==> src/rtl/uart_host_master_pkg.sv <==
// Shared definitions for the host-side UART command initiator:
// opcodes, frame field layout, response codes and FSM states.
package host_frame_pkg;

  localparam logic [15:0] OP_MEM_WR  = 16'd0;
  localparam logic [15:0] OP_MEM_RD  = 16'd1;
  localparam logic [15:0] OP_GPIO_WR = 16'd2;
  localparam logic [15:0] OP_GPIO_RD = 16'd3;

  // Top bit of each field in the 64-bit frame
  localparam int OPC_HI = 63;
  localparam int ADR_HI = 47;
  localparam int DAT_HI = 31;

  typedef enum logic [1:0] {
    ERR_OK         = 2'd0,
    ERR_TIMEOUT    = 2'd1,
    ERR_MISMATCH   = 2'd2,
    ERR_BAD_OPCODE = 2'd3
  } err_e;

  typedef enum logic [2:0] {
    ST_IDLE,
    ST_SEND,
    ST_WAIT_TX,
    ST_WAIT_RSP,
    ST_RESP
  } state_e;

  typedef struct packed {
    logic [15:0] opcode;
    logic [15:0] addr;
    logic [31:0] data;
  } frame_t;

  function automatic logic is_read(input logic [15:0] opcode);
    return (opcode == OP_MEM_RD) || (opcode == OP_GPIO_RD);
  endfunction

  function automatic logic is_known(input logic [15:0] opcode);
    return (opcode == OP_MEM_WR) || (opcode == OP_MEM_RD) ||
           (opcode == OP_GPIO_WR) || (opcode == OP_GPIO_RD);
  endfunction

endpackage

==> src/rtl/uart_host_master_if.sv <==
// Command, frame TX/RX and response signals of the host UART initiator.
// master = initiator view, slave = host logic / link endpoint view.
interface uart_host_master_if;
  logic        iCMD_VALID;
  logic        oCMD_READY;
  logic [15:0] iCMD_OPCODE;
  logic [15:0] iCMD_ADDR;
  logic [31:0] iCMD_DATA;
  logic        oTX_REQ;
  logic [63:0] oTX_FRAME;
  logic        iTX_DONE;
  logic        iRX_DONE;
  logic [63:0] iRX_FRAME;
  logic        oRSP_VALID;
  logic [31:0] oRSP_DATA;
  logic [1:0]  oRSP_ERR;
  logic        oBUSY;

  modport master (
    input  iCMD_VALID, iCMD_OPCODE, iCMD_ADDR, iCMD_DATA,
    input  iTX_DONE, iRX_DONE, iRX_FRAME,
    output oCMD_READY, oTX_REQ, oTX_FRAME,
    output oRSP_VALID, oRSP_DATA, oRSP_ERR, oBUSY
  );

  modport slave (
    output iCMD_VALID, iCMD_OPCODE, iCMD_ADDR, iCMD_DATA,
    output iTX_DONE, iRX_DONE, iRX_FRAME,
    input  oCMD_READY, oTX_REQ, oTX_FRAME,
    input  oRSP_VALID, oRSP_DATA, oRSP_ERR, oBUSY
  );
endinterface

==> src/rtl/uart_host_master_timer.sv <==
// Response timeout counter: clears on clr, counts on en, and parks at the
// terminal value so it can never wrap back into the waiting window.
module host_timeout_timer #(
  parameter int TOW    = 23,
  parameter int TC_VAL = 4999999
) (
  input  logic iCLOCK,
  input  logic iRESET,
  input  logic clr,
  input  logic en,
  output logic tc
);

  logic [TOW-1:0] cnt;

  assign tc = (cnt == TOW'(TC_VAL));

  always_ff @(posedge iCLOCK or posedge iRESET) begin
    if (iRESET)          cnt <= '0;
    else if (clr)        cnt <= '0;
    else if (en && !tc)  cnt <= cnt + 1'b1;
  end

endmodule

==> src/rtl/uart_host_master.sv <==
// Host UART initiator: packs one command into a frame, drives the transmitter
// and, for reads, validates the kernel's reply. `define HOST_RETRY_EN to resend on timeout.
module uart_host_master
  import host_frame_pkg::*;
#(
  parameter int TIMEOUT_CYC = 5000000,
  parameter int TOW         = 23,
  parameter int MAX_RETRY   = 2
) (
  input  logic                  iCLOCK,
  input  logic                  iRESET,
  uart_host_master_if.master    bus
);

`ifdef HOST_RETRY_EN
  localparam bit RETRY_ON = 1'b1;
`else
  localparam bit RETRY_ON = 1'b0;
`endif
  localparam int RW = $clog2(MAX_RETRY + 2);

  state_e         state, state_n;
  frame_t         frame;
  logic [31:0]    rsp_data, rsp_data_n;
  err_e           rsp_err, rsp_err_n;
  logic           rsp_ld, retry_inc;
  logic [RW-1:0]  retry_cnt;
  logic           accept, tmr_en, tmr_tc, rx_match, can_retry;
  logic [15:0]    rx_opc, rx_adr;
  logic [31:0]    rx_dat;

  assign accept    = bus.iCMD_VALID && (state == ST_IDLE);
  assign rx_opc    = bus.iRX_FRAME[OPC_HI -: 16];
  assign rx_adr    = bus.iRX_FRAME[ADR_HI -: 16];
  assign rx_dat    = bus.iRX_FRAME[DAT_HI:0];
  // GPIO reads carry no meaningful address in the reply
  assign rx_match  = (rx_opc == frame.opcode) &&
                     ((frame.opcode == OP_GPIO_RD) || (rx_adr == frame.addr));
  assign can_retry = RETRY_ON && (retry_cnt < RW'(MAX_RETRY));

  // Timer starts on the iTX_DONE cycle so a timeout lands TIMEOUT_CYC cycles after it
  assign tmr_en = (state == ST_WAIT_RSP) ||
                  ((state == ST_WAIT_TX) && bus.iTX_DONE && is_read(frame.opcode));

  host_timeout_timer #(
    .TOW    (TOW),
    .TC_VAL (TIMEOUT_CYC - 1)
  ) u_timer (
    .iCLOCK (iCLOCK),
    .iRESET (iRESET),
    .clr    (!tmr_en),
    .en     (tmr_en),
    .tc     (tmr_tc)
  );

  always_comb begin
    state_n    = state;
    rsp_ld     = 1'b0;
    rsp_data_n = '0;
    rsp_err_n  = ERR_OK;
    retry_inc  = 1'b0;
    case (state)
      ST_IDLE: if (accept) state_n = ST_SEND;
      ST_SEND: begin
        if (!is_known(frame.opcode)) begin
          state_n   = ST_RESP;
          rsp_ld    = 1'b1;
          rsp_err_n = ERR_BAD_OPCODE;
        end else begin
          state_n = ST_WAIT_TX;
        end
      end
      ST_WAIT_TX: begin
        if (bus.iTX_DONE) begin
          if (is_read(frame.opcode)) begin
            state_n = ST_WAIT_RSP;
          end else begin
            state_n = ST_RESP;
            rsp_ld  = 1'b1;
          end
        end
      end
      ST_WAIT_RSP: begin
        // A frame arriving on the timeout cycle still completes the read
        if (bus.iRX_DONE) begin
          state_n = ST_RESP;
          rsp_ld  = 1'b1;
          if (rx_match) rsp_data_n = rx_dat;
          else          rsp_err_n  = ERR_MISMATCH;
        end else if (tmr_tc) begin
          if (can_retry) begin
            state_n   = ST_SEND;
            retry_inc = 1'b1;
          end else begin
            state_n   = ST_RESP;
            rsp_ld    = 1'b1;
            rsp_err_n = ERR_TIMEOUT;
          end
        end
      end
      ST_RESP: state_n = ST_IDLE;
      default: state_n = ST_IDLE;
    endcase
  end

  always_ff @(posedge iCLOCK or posedge iRESET) begin
    if (iRESET) state <= ST_IDLE;
    else        state <= state_n;
  end

  always_ff @(posedge iCLOCK or posedge iRESET) begin
    if (iRESET) begin
      frame     <= '0;
      rsp_data  <= '0;
      rsp_err   <= ERR_OK;
      retry_cnt <= '0;
    end else begin
      if (accept) begin
        frame     <= {bus.iCMD_OPCODE, bus.iCMD_ADDR, bus.iCMD_DATA};
        retry_cnt <= '0;
      end else if (retry_inc) begin
        retry_cnt <= retry_cnt + 1'b1;
      end
      if (rsp_ld) begin
        rsp_data <= rsp_data_n;
        rsp_err  <= rsp_err_n;
      end
    end
  end

  assign bus.oCMD_READY = (state == ST_IDLE);
  assign bus.oBUSY      = (state != ST_IDLE);
  assign bus.oTX_REQ    = (state == ST_SEND) && is_known(frame.opcode);
  assign bus.oTX_FRAME  = frame;
  assign bus.oRSP_VALID = (state == ST_RESP);
  assign bus.oRSP_DATA  = rsp_data;
  assign bus.oRSP_ERR   = rsp_err;

endmodule

==> src/flat_wrapper.sv <==
// flat-port wrapper written by rule: the top's interface ports become plain ports
module uart_host_master_flat import host_frame_pkg::*;
#(
  parameter int TIMEOUT_CYC = 5000000,
  parameter int TOW         = 23,
  parameter int MAX_RETRY   = 2
)
  (iCLOCK, iRESET, bus_iCMD_VALID, bus_iCMD_OPCODE, bus_iCMD_ADDR, bus_iCMD_DATA, bus_iTX_DONE, bus_iRX_DONE, bus_iRX_FRAME, bus_oCMD_READY, bus_oTX_REQ, bus_oTX_FRAME, bus_oRSP_VALID, bus_oRSP_DATA, bus_oRSP_ERR, bus_oBUSY);
  uart_host_master_if bus_i ();
  input  logic iCLOCK;
  input  logic iRESET;
  input wire logic [$bits(bus_i.iCMD_VALID)-1:0] bus_iCMD_VALID;
  input wire logic [$bits(bus_i.iCMD_OPCODE)-1:0] bus_iCMD_OPCODE;
  input wire logic [$bits(bus_i.iCMD_ADDR)-1:0] bus_iCMD_ADDR;
  input wire logic [$bits(bus_i.iCMD_DATA)-1:0] bus_iCMD_DATA;
  input wire logic [$bits(bus_i.iTX_DONE)-1:0] bus_iTX_DONE;
  input wire logic [$bits(bus_i.iRX_DONE)-1:0] bus_iRX_DONE;
  input wire logic [$bits(bus_i.iRX_FRAME)-1:0] bus_iRX_FRAME;
  output wire logic [$bits(bus_i.oCMD_READY)-1:0] bus_oCMD_READY;
  output wire logic [$bits(bus_i.oTX_REQ)-1:0] bus_oTX_REQ;
  output wire logic [$bits(bus_i.oTX_FRAME)-1:0] bus_oTX_FRAME;
  output wire logic [$bits(bus_i.oRSP_VALID)-1:0] bus_oRSP_VALID;
  output wire logic [$bits(bus_i.oRSP_DATA)-1:0] bus_oRSP_DATA;
  output wire logic [$bits(bus_i.oRSP_ERR)-1:0] bus_oRSP_ERR;
  output wire logic [$bits(bus_i.oBUSY)-1:0] bus_oBUSY;
  assign bus_i.iCMD_VALID = bus_iCMD_VALID;
  assign bus_i.iCMD_OPCODE = bus_iCMD_OPCODE;
  assign bus_i.iCMD_ADDR = bus_iCMD_ADDR;
  assign bus_i.iCMD_DATA = bus_iCMD_DATA;
  assign bus_i.iTX_DONE = bus_iTX_DONE;
  assign bus_i.iRX_DONE = bus_iRX_DONE;
  assign bus_i.iRX_FRAME = bus_iRX_FRAME;
  assign bus_oCMD_READY = bus_i.oCMD_READY;
  assign bus_oTX_REQ = bus_i.oTX_REQ;
  assign bus_oTX_FRAME = bus_i.oTX_FRAME;
  assign bus_oRSP_VALID = bus_i.oRSP_VALID;
  assign bus_oRSP_DATA = bus_i.oRSP_DATA;
  assign bus_oRSP_ERR = bus_i.oRSP_ERR;
  assign bus_oBUSY = bus_i.oBUSY;
  uart_host_master #(.TIMEOUT_CYC(TIMEOUT_CYC), .TOW(TOW), .MAX_RETRY(MAX_RETRY)) u_core (.iCLOCK(iCLOCK), .iRESET(iRESET), .bus(bus_i));
endmodule
==> config.mk <==
export PLATFORM = sky130hd
export DESIGN_NAME = uart_host_master_flat
export DESIGN_NICKNAME = d
export VERILOG_FILES = /design/src/rtl/uart_host_master_pkg.sv /design/src/rtl/uart_host_master_if.sv /design/src/rtl/uart_host_master_timer.sv /design/src/rtl/uart_host_master.sv /design/src/flat_wrapper.sv
export SDC_FILE = /design/constraint.sdc
export NUM_CORES = 1
export LEC_CHECK = 0
export ABC_AREA = 1
export CAP_MARGIN = 20
export CORE_ASPECT_RATIO = 0.8
export CORE_MARGIN = 4
export CORE_UTILIZATION = 48
export CTS_BUF_LIST = sky130_fd_sc_hd__clkbuf_8 sky130_fd_sc_hd__clkbuf_16
export CTS_CLUSTER_DIAMETER = 200
export DETAILED_ROUTE_END_ITERATION = 7
export PLACE_DENSITY = 0.95
export SYNTH_ARGS = -nofsm -noshare
export SYNTH_HDL_FRONTEND = slang
export SYNTH_SLANG_ARGS = --single-unit
==> constraint.sdc <==
create_clock -name iCLOCK -period 6.95 [get_ports iCLOCK]
set_input_delay 1.39 -clock iCLOCK [delete_from_list [all_inputs] [get_ports iCLOCK]]
set_output_delay 1.39 -clock iCLOCK [all_outputs]
set_load 0.02 [all_outputs]
# Word level (Yosys, flattened, before mapping)

Cells that the tools add are included.

Output and inout port bits: 102
Register bits after elaboration: 124

Reductions and logical operators: 17
Equality and inequality tests: 14
Mux-type cells: 23
Add/sub/neg operators: 1

Operators with widths:

| operator                | count |
|---|---|
| $mux W32                | 3 |
| $mux W23                | 2 |
| $eq A16 B16 Y1          | 2 |
| $eq A16 B2 Y1 const B   | 2 |
| $add A23 B1 Y23 const B | 1 |
| $eq A23 B23 Y1 const B  | 1 |
| $mux W3                 | 6 |
| $eq A16 B1 Y1 const B   | 1 |
| $logic_not A16 Y1       | 1 |
| $pmux W3 S4             | 1 |
| $eq A3 B2 Y1 const B    | 2 |
| $logic_and A1 B1 Y1     | 6 |
| $logic_or A1 B1 Y1      | 6 |
| $mux W1                 | 6 |
| $mux W2                 | 3 |
| $ne A2 B1 Y1 const B    | 2 |
| $pmux W2 S2             | 1 |
| $eq A3 B1 Y1 const B    | 1 |
| $eq A3 B3 Y1 const B    | 1 |
| $logic_not A3 Y1        | 1 |
| $ne A3 B3 Y1 const B    | 1 |
| $pmux W1 S3             | 1 |
| $reduce_and A3 Y1       | 1 |
| $reduce_bool A3 Y1      | 1 |
| 2 further kinds         | 2 |

# Logic depth before layout (Yosys ltp)

Gate-level depths: netlist (run 1).

Word-level depth: 7
Gate-level depth with buffers: 11

# By module

Synthesis (run 1) repeated with hierarchy kept, for this count alone.

Cell total of the unflattened synthesis: 753
Area, all modules: 6,556.3 um^2

Modules (own cells, without submodules):

| module             | instances | cells each | area each (um^2) | sequential area each (um^2) |
|---|---|---|---|---|
| uart_host_master   | 1         | 489        | 4,857.2          | 2,527.4 |
| host_timeout_timer | 1         | 264        | 1,699.1          | 575.6 |

# Worst setup path before layout (run 1)

Ideal clock, no wire load.

Path kind: flip-flop to output port
From: register u_core.frame (netlist bit u_core.bus.oTX_FRAME[62])
To: output port bus_oTX_REQ
Path buffers: 0
Stages on the path, launching flop included: 6
Data required time: 5,560 ps
Path slack: 3,954 ps
Arrival: 1,606 ps
Cell sequence: dfrtp_1 -> nor2_1 -> nand2_1 -> nor2_2 -> nand2_1 -> nor4_1

Cells in the longest elaborated chain, start to end: 5

RTL lines:

| item                                               | RTL line                   | RTL |
|---|---|---|
| from (decl)                                        | uart_host_master.sv:23     | `frame_t frame;` |
| from (signal assigned)                             | uart_host_master.sv:119    | `frame <= {bus.iCMD_OPCODE, bus.iCMD_ADDR, bus.iCMD_DATA};` |
| $eq A16 B1 Y1 or $logic_not A16 Y1 (tied branches) | uart_host_master_pkg.sv:41 | `return (opcode == OP_MEM_WR) \|\| (opcode == OP_MEM_RD) \|\|` |
| $logic_or A1 B1 Y1 (2 in series)                   | uart_host_master_pkg.sv:41 |  |
| $logic_or A1 B1 Y1 (*)                             | uart_host_master_pkg.sv:42 | `(opcode == OP_GPIO_WR) \|\| (opcode == OP_GPIO_RD);` |
| $logic_and A1 B1 Y1 (*)                            | uart_host_master.sv:133    | `assign bus.oTX_REQ = (state == ST_SEND) && is_known(frame.opcode);` |
| to (decl)                                          | flat_wrapper.sv:20         | `output wire logic [$bits(bus_i.oTX_REQ)-1:0] bus_oTX_REQ;` |

Every way passes the cells marked *; elsewhere a longest branch is shown, timed or not.

# Worst setup path after layout (run 1)

From: register u_core.frame (netlist bit u_core.bus.oTX_FRAME[58])
To: output port bus_oTX_REQ

The elaborated chain is that of the path after synthesis.

==> results of run 1 <==
[final timing paths]
kind,end,cells after the start,from
worst max-delay path,bus_oTX_REQ,6,u_core.bus.oTX_FRAME[58]$_DFFE_PP0P_
worst min-delay path,u_core.bus.oTX_FRAME[17]$_DFFE_PP0P_,1,u_core.bus.oTX_FRAME[17]$_DFFE_PP0P_
worst max register to register,u_core.bus.oRSP_DATA[5]$_DFFE_PP0P_,9,u_core.state[2]$_DFFE_PP0P_
worst min register to register,u_core.bus.oTX_FRAME[17]$_DFFE_PP0P_,1,u_core.bus.oTX_FRAME[17]$_DFFE_PP0P_
max in group asynchronous,u_core.bus.oTX_FRAME[50]$_DFFE_PP0P_,4,iRESET
min in group asynchronous,u_core.bus.oRSP_DATA[2]$_DFFE_PP0P_,2,iRESET
[state kept, by name (all words and copies together) (netlist names)]
register,flops
u_core.bus.oTX_FRAME,64
u_core.u_timer.cnt,23
u_core.bus.oRSP_DATA,32
u_core.state,3
u_core.bus.oRSP_ERR,2
[per-layer routing]
| metal | GRT usage, % | wire length (um) | vias to the layer above |
|---|---|---|---|
| met1 | 29.29 | 7355 | 2753 |
| met2 | 42.65 | 9082 | 256 |
| met4 | 5.108 | 276 | 0 |
| li1 | - | - | 2750 |
| met5 | 0 | 0 | - |
| met3 | 7.532 | 1605 | 37 |
[cell type report]
cell class	instances	area share, %
flip-flops and latches	124	33.22
multi-input cells	476	27.90
repair buffers	236	25.37
clock buffers	18	4.701
inverters	104	4.206
clock inverters	14	2.317
well taps	171	2.290
[kinds of logic (layout without fill, tap and decap cells)]
logic type,Yosys count,in the layout,share of synthesized area [%]
adders and majority gates,1,1,0.2003
DFF,124,124,49.69
and+or+nand+nor,339,339,23.88
AOI/OAI and AO/OA,69,69,6.452
buffers and inverters,127,372,8.696
muxes,42,42,7.574
xor gates and xnor gates,25,25,3.506
[synthesized netlist by cell type, drive strengths merged]
library cell and n:
o22ai 5, dfrtp 124, nand3b 1, xor2 8, nand2 126, o21bai 1, ha 1, mux2 42
nor4 3, nor2 147, nand3 43, nand4 8, o21ai 6, buf 23, a21oi 57, nor3 11
inv 104, xnor2 17
[critical path: stages, from the launching register on]
cell and delay, ns:
dfrtp_1 0.46, nor2_1 0.13, nand2_1 0.08, nor2_2 0.14
nand2_1 0.16, nor4_1 0.44, clkdlybuf4s50_1 0.74
[metrics by stage]
stage	util, %	instances
finish	75.14	1143
global route	75.14	1143
CTS	74.98	1142
detailed placement	69.71	1110
global placement	69.71	1110
floorplan	-	727
[power by group]
group	internal (uW)	switching (uW)	leakage [uW]
clock network	647	325	0.000320
logic	815	876	0.00234
registers	1000	206	0.00151
total	2470	1410	0.00417
==> impl_results.rst, run 1 <==
.. list-table::
   :header-rows: 1

   * - Metric
     - Value
   * - Setup total negative slack
     - 0 ns
   * - Maximum fanout along the worst path
     - 4
   * - Nets
     - around 1100
   * - Die Height
     - 110.0 um
   * - Total area of sequential cells
     - 3103 um^2
   * - Cells resized by post-CTS repair
     - 0
   * - Final GP Congestion
     - 0.8577
   * - Clock Sink Count
     - 124
   * - Max_slew headroom
     - 32.36%
   * - Nature of the critical path startpoint
     - flip-flop
   * - Pin count of the biggest net entering global routing
     - 87
   * - Post-synthesis instance total
     - 727
   * - Commonest cells after routing, fill and taps aside
     - 234 x clkdlybuf4s50_1, 136 x nor2_1, 124 x dfrtp_1, 118 x nand2_1, 98 x inv_1
   * - Maximum root-to-sink buffer count
     - 2
   * - Clock transition at the registers of the reported paths
     - about 0.060 ns
   * - I/O pins
     - roughly 240
   * - Final count of hold timing violations
     - 0
   * - Total number of H-tree levels
     - 4
   * - Placed Instance Area
     - 8666 um^2
   * - Number of antenna violations at the first check in global routing
     - 0
   * - Number of rows in the core area
     - 36
   * - Library cells used by synthesis
     - 32
   * - Share of cells above drive strength 1
     - about 11%
   * - Area of the multi-input gates
     - 2606 um^2
   * - Maximum resistive drop on vdd
     - 0.0004025 V
   * - Ratio of total power to cell area
     - slightly above 400 nW/um^2
   * - Number of fill cells in the layout
     - 826
   * - Leading cell type in the layout, fill and taps excluded
     - clkdlybuf4s50_1
   * - Avg Synthesized Cell Area
     - between 8 and 9 um^2
   * - Final Power
     - 3872 uW
   * - Req. time, crit path
     - 5.56 ns
   * - Sequential share of the synthesized area
     - 49.69%
   * - Crit Path Class
     - flip-flop to primary output
   * - Ant. Diodes
     - 0
   * - Global Route Usage Sum
     - 24.09%
   * - Vias/cell
     - 5.071
   * - Post-route antenna net violation count
     - 0
   * - Total standard cell area after synthesis
     - 6245 um^2
   * - Outcome
     - finished, violations left
   * - Actual transition at the worst max-transition pin
     - 1.015 ns
   * - Sum of routed wire length over all layers
     - 18.32 mm
   * - Failing checks
     - design-rule violations
   * - Period utilization
     - a little under three fifths
   * - TritonCTS buffer count
     - 17
   * - Highest attainable clock frequency
     - 253.2 MHz
   * - Synthesis warning total
     - 0
   * - Starting Density
     - 50.23%
   * - Most area-consuming cells after synthesis
     - dfrtp_1 50%, nor2_1 8.2%, nand2_1 7.2%
   * - CTS Hold Buffers Added
     - 0
   * - Number of buffers added for setup after CTS
     - 0
   * - Remaining global-route overflow
     - 0
   * - Post-route worst setup slack
     - 3.001 ns
   * - Detailed-router iteration count before antenna repair
     - 8
   * - Count of port buffers added during placement
     - 234
   * - Final setup viols
     - 0
   * - Nature of the critical path endpoint
     - primary output
   * - Detailed placer's ending HPWL
     - 13.45 mm
   * - Design Area, Final
     - 9341 um^2
   * - Final worst clock skew
     - roughly 0.011 ns
   * - Placeable core area
     - 12430 um^2
   * - 1st-iter DRT viols
     - 488
   * - Leading area contributor after synthesis
     - dfrtp_1
   * - Wire length of the first global-routing pass
     - 28.24 mm
   * - Min Hold Slack
     - about 0.5 ns
   * - Worst Hold Class
     - flip-flop to flip-flop
   * - Net count of the mapped netlist
     - 861
   * - Clk Latency, worst-skew pair
     - between 0.4 and 0.5 ns
   * - TritonCTS clock tree
     - yes
   * - Die Outline Area
     - between 10000 and 15000 um^2
   * - Pre-CTS setup slack
     - 2.862 ns
   * - Wire length per cell after detailed routing
     - 16.03 um
   * - Root buf cell
     - clkbuf_16
   * - Final routed DRC violation total
     - 2
   * - Number of pins exceeding their max-slew limit in the final report
     - 0
   * - Minimum clock period after layout
     - 3.949 ns
   * - Layout overhead on the synthesized area
     - 49.59%
   * - Data arrival time at the worst-slack endpoint
     - 2.56 ns
   * - Portion of synthesized cell area occupied by the leading cell type
     - about half
   * - # Max-Cap Violations
     - 0
   * - Via count of the first global-routing pass
     - 5656
   * - Unrepaired setup endpoints after global routing
     - false
   * - Reported leakage power
     - 0.004172 uW
   * - Synthesized flop and latch total
     - around 120
   * - Setup slack on the worst flop-to-flop path
     - about 4.0 ns
   * - DR vias
     - 5796
   * - Die X-Extent
     - around 140 um
No activity file was read; power rests on OpenSTA's default activity.
==> run 2: changes to the inputs <==
--- a/config.mk
+++ b/config.mk
@@ -9,11 +9,11 @@
 export CAP_MARGIN = 20
 export CORE_ASPECT_RATIO = 0.8
 export CORE_MARGIN = 4
-export CORE_UTILIZATION = 48
+export CORE_UTILIZATION = 45
 export CTS_BUF_LIST = sky130_fd_sc_hd__clkbuf_8 sky130_fd_sc_hd__clkbuf_16
 export CTS_CLUSTER_DIAMETER = 200
 export DETAILED_ROUTE_END_ITERATION = 7
-export PLACE_DENSITY = 0.95
+export PLACE_DENSITY = 0.91
 export SYNTH_ARGS = -nofsm -noshare
 export SYNTH_HDL_FRONTEND = slang
 export SYNTH_SLANG_ARGS = --single-unit
==> constraint.sdc (replaced) <==
create_clock -name iCLOCK -period 3.7 [get_ports iCLOCK]
set_input_delay 0.74 -clock iCLOCK [delete_from_list [all_inputs] [get_ports iCLOCK]]
set_output_delay 0.74 -clock iCLOCK [all_outputs]
set_load 0.02 [all_outputs]
==> run 2 against run 1 <==
  * Critical path depth unchanged
  * Via count fell by 3.1%
  * Power is 81% higher
  * Highest routed layer unchanged
  * Die area is 6.2% higher
  * The flow now finishes without violations
  * Combinational power increased by 86%
  * First-iteration DRC count down 23%
  * Count of clock-buffer cells in the layout decreased by 1
  * Global-route usage fell by 2.4 points
==> impl_results.rst, run 2 (synthesized netlist as in run 1, its figures left out) <==
.. list-table::
   :header-rows: 1

   * - Metric
     - Value
   * - Die Outline Area
     - 15840 um^2 (was 14910 um^2)
   * - Placeable core area
     - 13600 um^2 (was 12430 um^2)
   * - Period utilization
     - 86.47%
   * - Highest attainable clock frequency
     - 312.5 MHz
   * - Cells resized by post-CTS repair
     - 0 (unchanged)
   * - Maximum resistive drop on vdd
     - 0.0004517 V (was 0.0004025 V)
   * - Clock Sink Count
     - 124 (unchanged)
   * - Clk Latency, worst-skew pair
     - 0.41 ns (about the same)
   * - Nature of the critical path startpoint
     - flip-flop (unchanged)
   * - Unrepaired setup endpoints after global routing
     - false (unchanged)
   * - # Max-Cap Violations
     - 0 (unchanged)
   * - Sum of routed wire length over all layers
     - 17.30 mm (was 18.32 mm)
   * - Area of the multi-input gates
     - 2606 um^2 (unchanged)
   * - Remaining global-route overflow
     - 0 (unchanged)
   * - Final setup viols
     - 0 (unchanged)
   * - Global Route Usage Sum
     - 21.68% (was 24.09%)
   * - Worst Hold Class
     - flip-flop to flip-flop (unchanged)
   * - Via count of the first global-routing pass
     - 5552 (was 5656)
   * - Flip-flop count of the largest register after layout
     - 64 (unchanged)
   * - Minimum clock period after layout
     - 3.200 ns
   * - Final routed DRC violation total
     - 0 (was 2)
   * - CTS Hold Buffers Added
     - 0 (unchanged)
   * - Die Height
     - 113.4 um (was 110.0 um)
   * - Layout overhead on the synthesized area
     - 48.49% (was 49.59%)
   * - Post-route antenna net violation count
     - 0 (unchanged)
   * - Data arrival time at the worst-slack endpoint
     - 2.46 ns (was 2.56 ns)
   * - Count of port buffers added during placement
     - 234 (unchanged)
   * - Number of buffers added for setup after CTS
     - 0 (unchanged)
   * - I/O pins
     - 235 (unchanged)
   * - Max_slew headroom
     - 34.02% (was 32.36%)
   * - Number of antenna violations at the first check in global routing
     - 0 (unchanged)
   * - Total number of H-tree levels
     - 4 (unchanged)
   * - Number of rows in the core area
     - 38 (was 36)
   * - Number of pins exceeding their max-slew limit in the final report
     - 0 (unchanged)
   * - Total area of sequential cells
     - 3103 um^2 (unchanged)
   * - Final GP Congestion
     - 0.9093 (was 0.8577)
   * - Maximum root-to-sink buffer count
     - 2 (unchanged)
   * - Outcome
     - finished, final reports clean (was finished, violations left)
   * - Reported leakage power
     - 0.004117 uW (was 0.004172 uW)
   * - TritonCTS clock tree
     - yes (unchanged)
   * - TritonCTS buffer count
     - 17 (unchanged)
   * - Detailed placer's ending HPWL
     - 12.94 mm (was 13.45 mm)
   * - Wire length per cell after detailed routing
     - 15.03 um (was 16.03 um)
   * - Nets
     - 1093 (unchanged)
   * - Post-route worst setup slack
     - 0.5004 ns (was 3.001 ns)
   * - Req. time, crit path
     - 2.96 ns (was 5.56 ns)
   * - Final count of hold timing violations
     - 0 (unchanged)
   * - 1st-iter DRT viols
     - 375 (was 488)
   * - Vias/cell
     - 4.880 (was 5.071)
   * - Share of cells above drive strength 1
     - 10.81% (was 11.11%)
   * - Clock transition at the registers of the reported paths
     - 0.05 ns (was 0.06 ns)
   * - Ratio of total power to cell area
     - 756.1 nW/um^2 (was 414.5 nW/um^2)
   * - DR vias
     - 5617 (was 5796)
   * - Setup total negative slack
     - 0 ns (unchanged)
   * - Actual transition at the worst max-transition pin
     - 0.9898 ns (was 1.015 ns)
   * - Ant. Diodes
     - 0 (unchanged)
   * - Die X-Extent
     - 139.7 um (was 135.5 um)
   * - Final worst clock skew
     - 0.01338 ns (was 0.01101 ns)
   * - Wire length of the first global-routing pass
     - 27.72 mm (was 28.24 mm)
   * - Pin count of the biggest net entering global routing
     - 125 (was 87)
   * - Min Hold Slack
     - 0.4930 ns (was 0.4940 ns)
   * - Starting Density
     - 45.92% (was 50.23%)
   * - Commonest cells after routing, fill and taps aside
     - 234 x clkdlybuf4s50_1, 136 x nor2_1, 124 x dfrtp_1, 118 x nand2_1, 100 x inv_1 (was 234 x clkdlybuf4s50_1, 136 x nor2_1, 124 x dfrtp_1, 118 x nand2_1, 98 x inv_1)
   * - Crit Path Class
     - flip-flop to primary output (unchanged)
   * - Maximum fanout along the worst path
     - 4 (unchanged)
   * - Leading cell type in the layout, fill and taps excluded
     - clkdlybuf4s50_1 (unchanged)
   * - Root buf cell
     - clkbuf_16 (unchanged)
   * - Number of fill cells in the layout
     - 1048 (was 826)
   * - Detailed-router iteration count before antenna repair
     - 7 (was 8)
   * - Nature of the critical path endpoint
     - primary output (unchanged)
   * - Pre-CTS setup slack
     - 0.7811 ns (was 2.862 ns)
[run 2: cell count changes in the layout (fill, tap and decap cells not counted)]
cell	before	now
clkinvlp_4	1	6
inv_4	1	0
clkinv_4	4	3
clkinv_2	3	0
bufinv_16	5	2
inv_6	1	2
inv_1	98	100
clkbuf_8	1	0
[run 2: power by group]
part	switching (uW)	total, uW	internal, uW
Sequential	375	2260	1880
Combinational	1620	3140	1530
Clock	619	1610	988
[run 2: metal layers]
layer	global-route usage [%]	vias up	part of all wire, %
met2	38.19	209	50
met4	4.713	0	0.88
met1	26.77	2637	41
met5	0	-	0
li1	-	2757	-
met3	6.041	14	7.3
[run 2: cell type report]
cell class / count / area share, %
Tap cell: 180 / 2.429
Timing Repair Buffer: 236 / 25.56
Sequential cell: 124 / 33.46
Multi-Input combinational cell: 476 / 28.11
Clock buffer: 17 / 4.588
Inverter: 104 / 4.250
Clock inverter: 14 / 1.606
[run 2: final timing paths]
| kind | startpoint | to | slack [ns] | cells after the start |
|---|---|---|---|---|
| min in group asynchronous | iRESET | u_core.bus.oTX_FRAME[57]$_DFFE_PP0P_ | 0.88 | 3 |
| hold reg to reg | u_core.bus.oTX_FRAME[4]$_DFFE_PP0P_ | u_core.bus.oTX_FRAME[4]$_DFFE_PP0P_ | 0.49 | 1 |
| setup reg to reg | u_core.state[2]$_DFFE_PP0P_ | u_core.bus.oRSP_DATA[24]$_DFFE_PP0P_ | 1.30 | 10 |
| hold / removal | u_core.bus.oTX_FRAME[4]$_DFFE_PP0P_ | u_core.bus.oTX_FRAME[4]$_DFFE_PP0P_ | 0.49 | 1 |
| setup / recovery | u_core.bus.oTX_FRAME[62]$_DFFE_PP0P_ | bus_oTX_REQ | 0.50 | 6 |
| max in group asynchronous | iRESET | u_core.u_timer.cnt[2]$_DFFE_PP0P_ | 2.32 | 3 |
[run 2: worst max-delay path, cell delays in order (launching register included)]
cell and delay (ns):
dfrtp_1 0.43, nor2_1 0.12, nand2_1 0.08, nor2_2 0.18, nand2_1 0.19, nor4_1 0.35
clkdlybuf4s50_1 0.70
[run 2: stage by stage]
| step | utilization, % | total power [uW] | instances | cell area [um^2] |
|---|---|---|---|---|
| 2_1_floorplan | - | 3975 | 727 | 6248 |
| 3_3_place_gp | 63.97 | 5341 | 1120 | 8698 |
| 3_5_place_dp | 63.97 | 5446 | 1120 | 8698 |
| 4_1_cts | 68.19 | 7083 | 1151 | 9273 |
| 5_1_grt | 68.19 | 7399 | 1151 | 9273 |
| 6_report | 68.19 | 7011 | 1151 | 9273 |
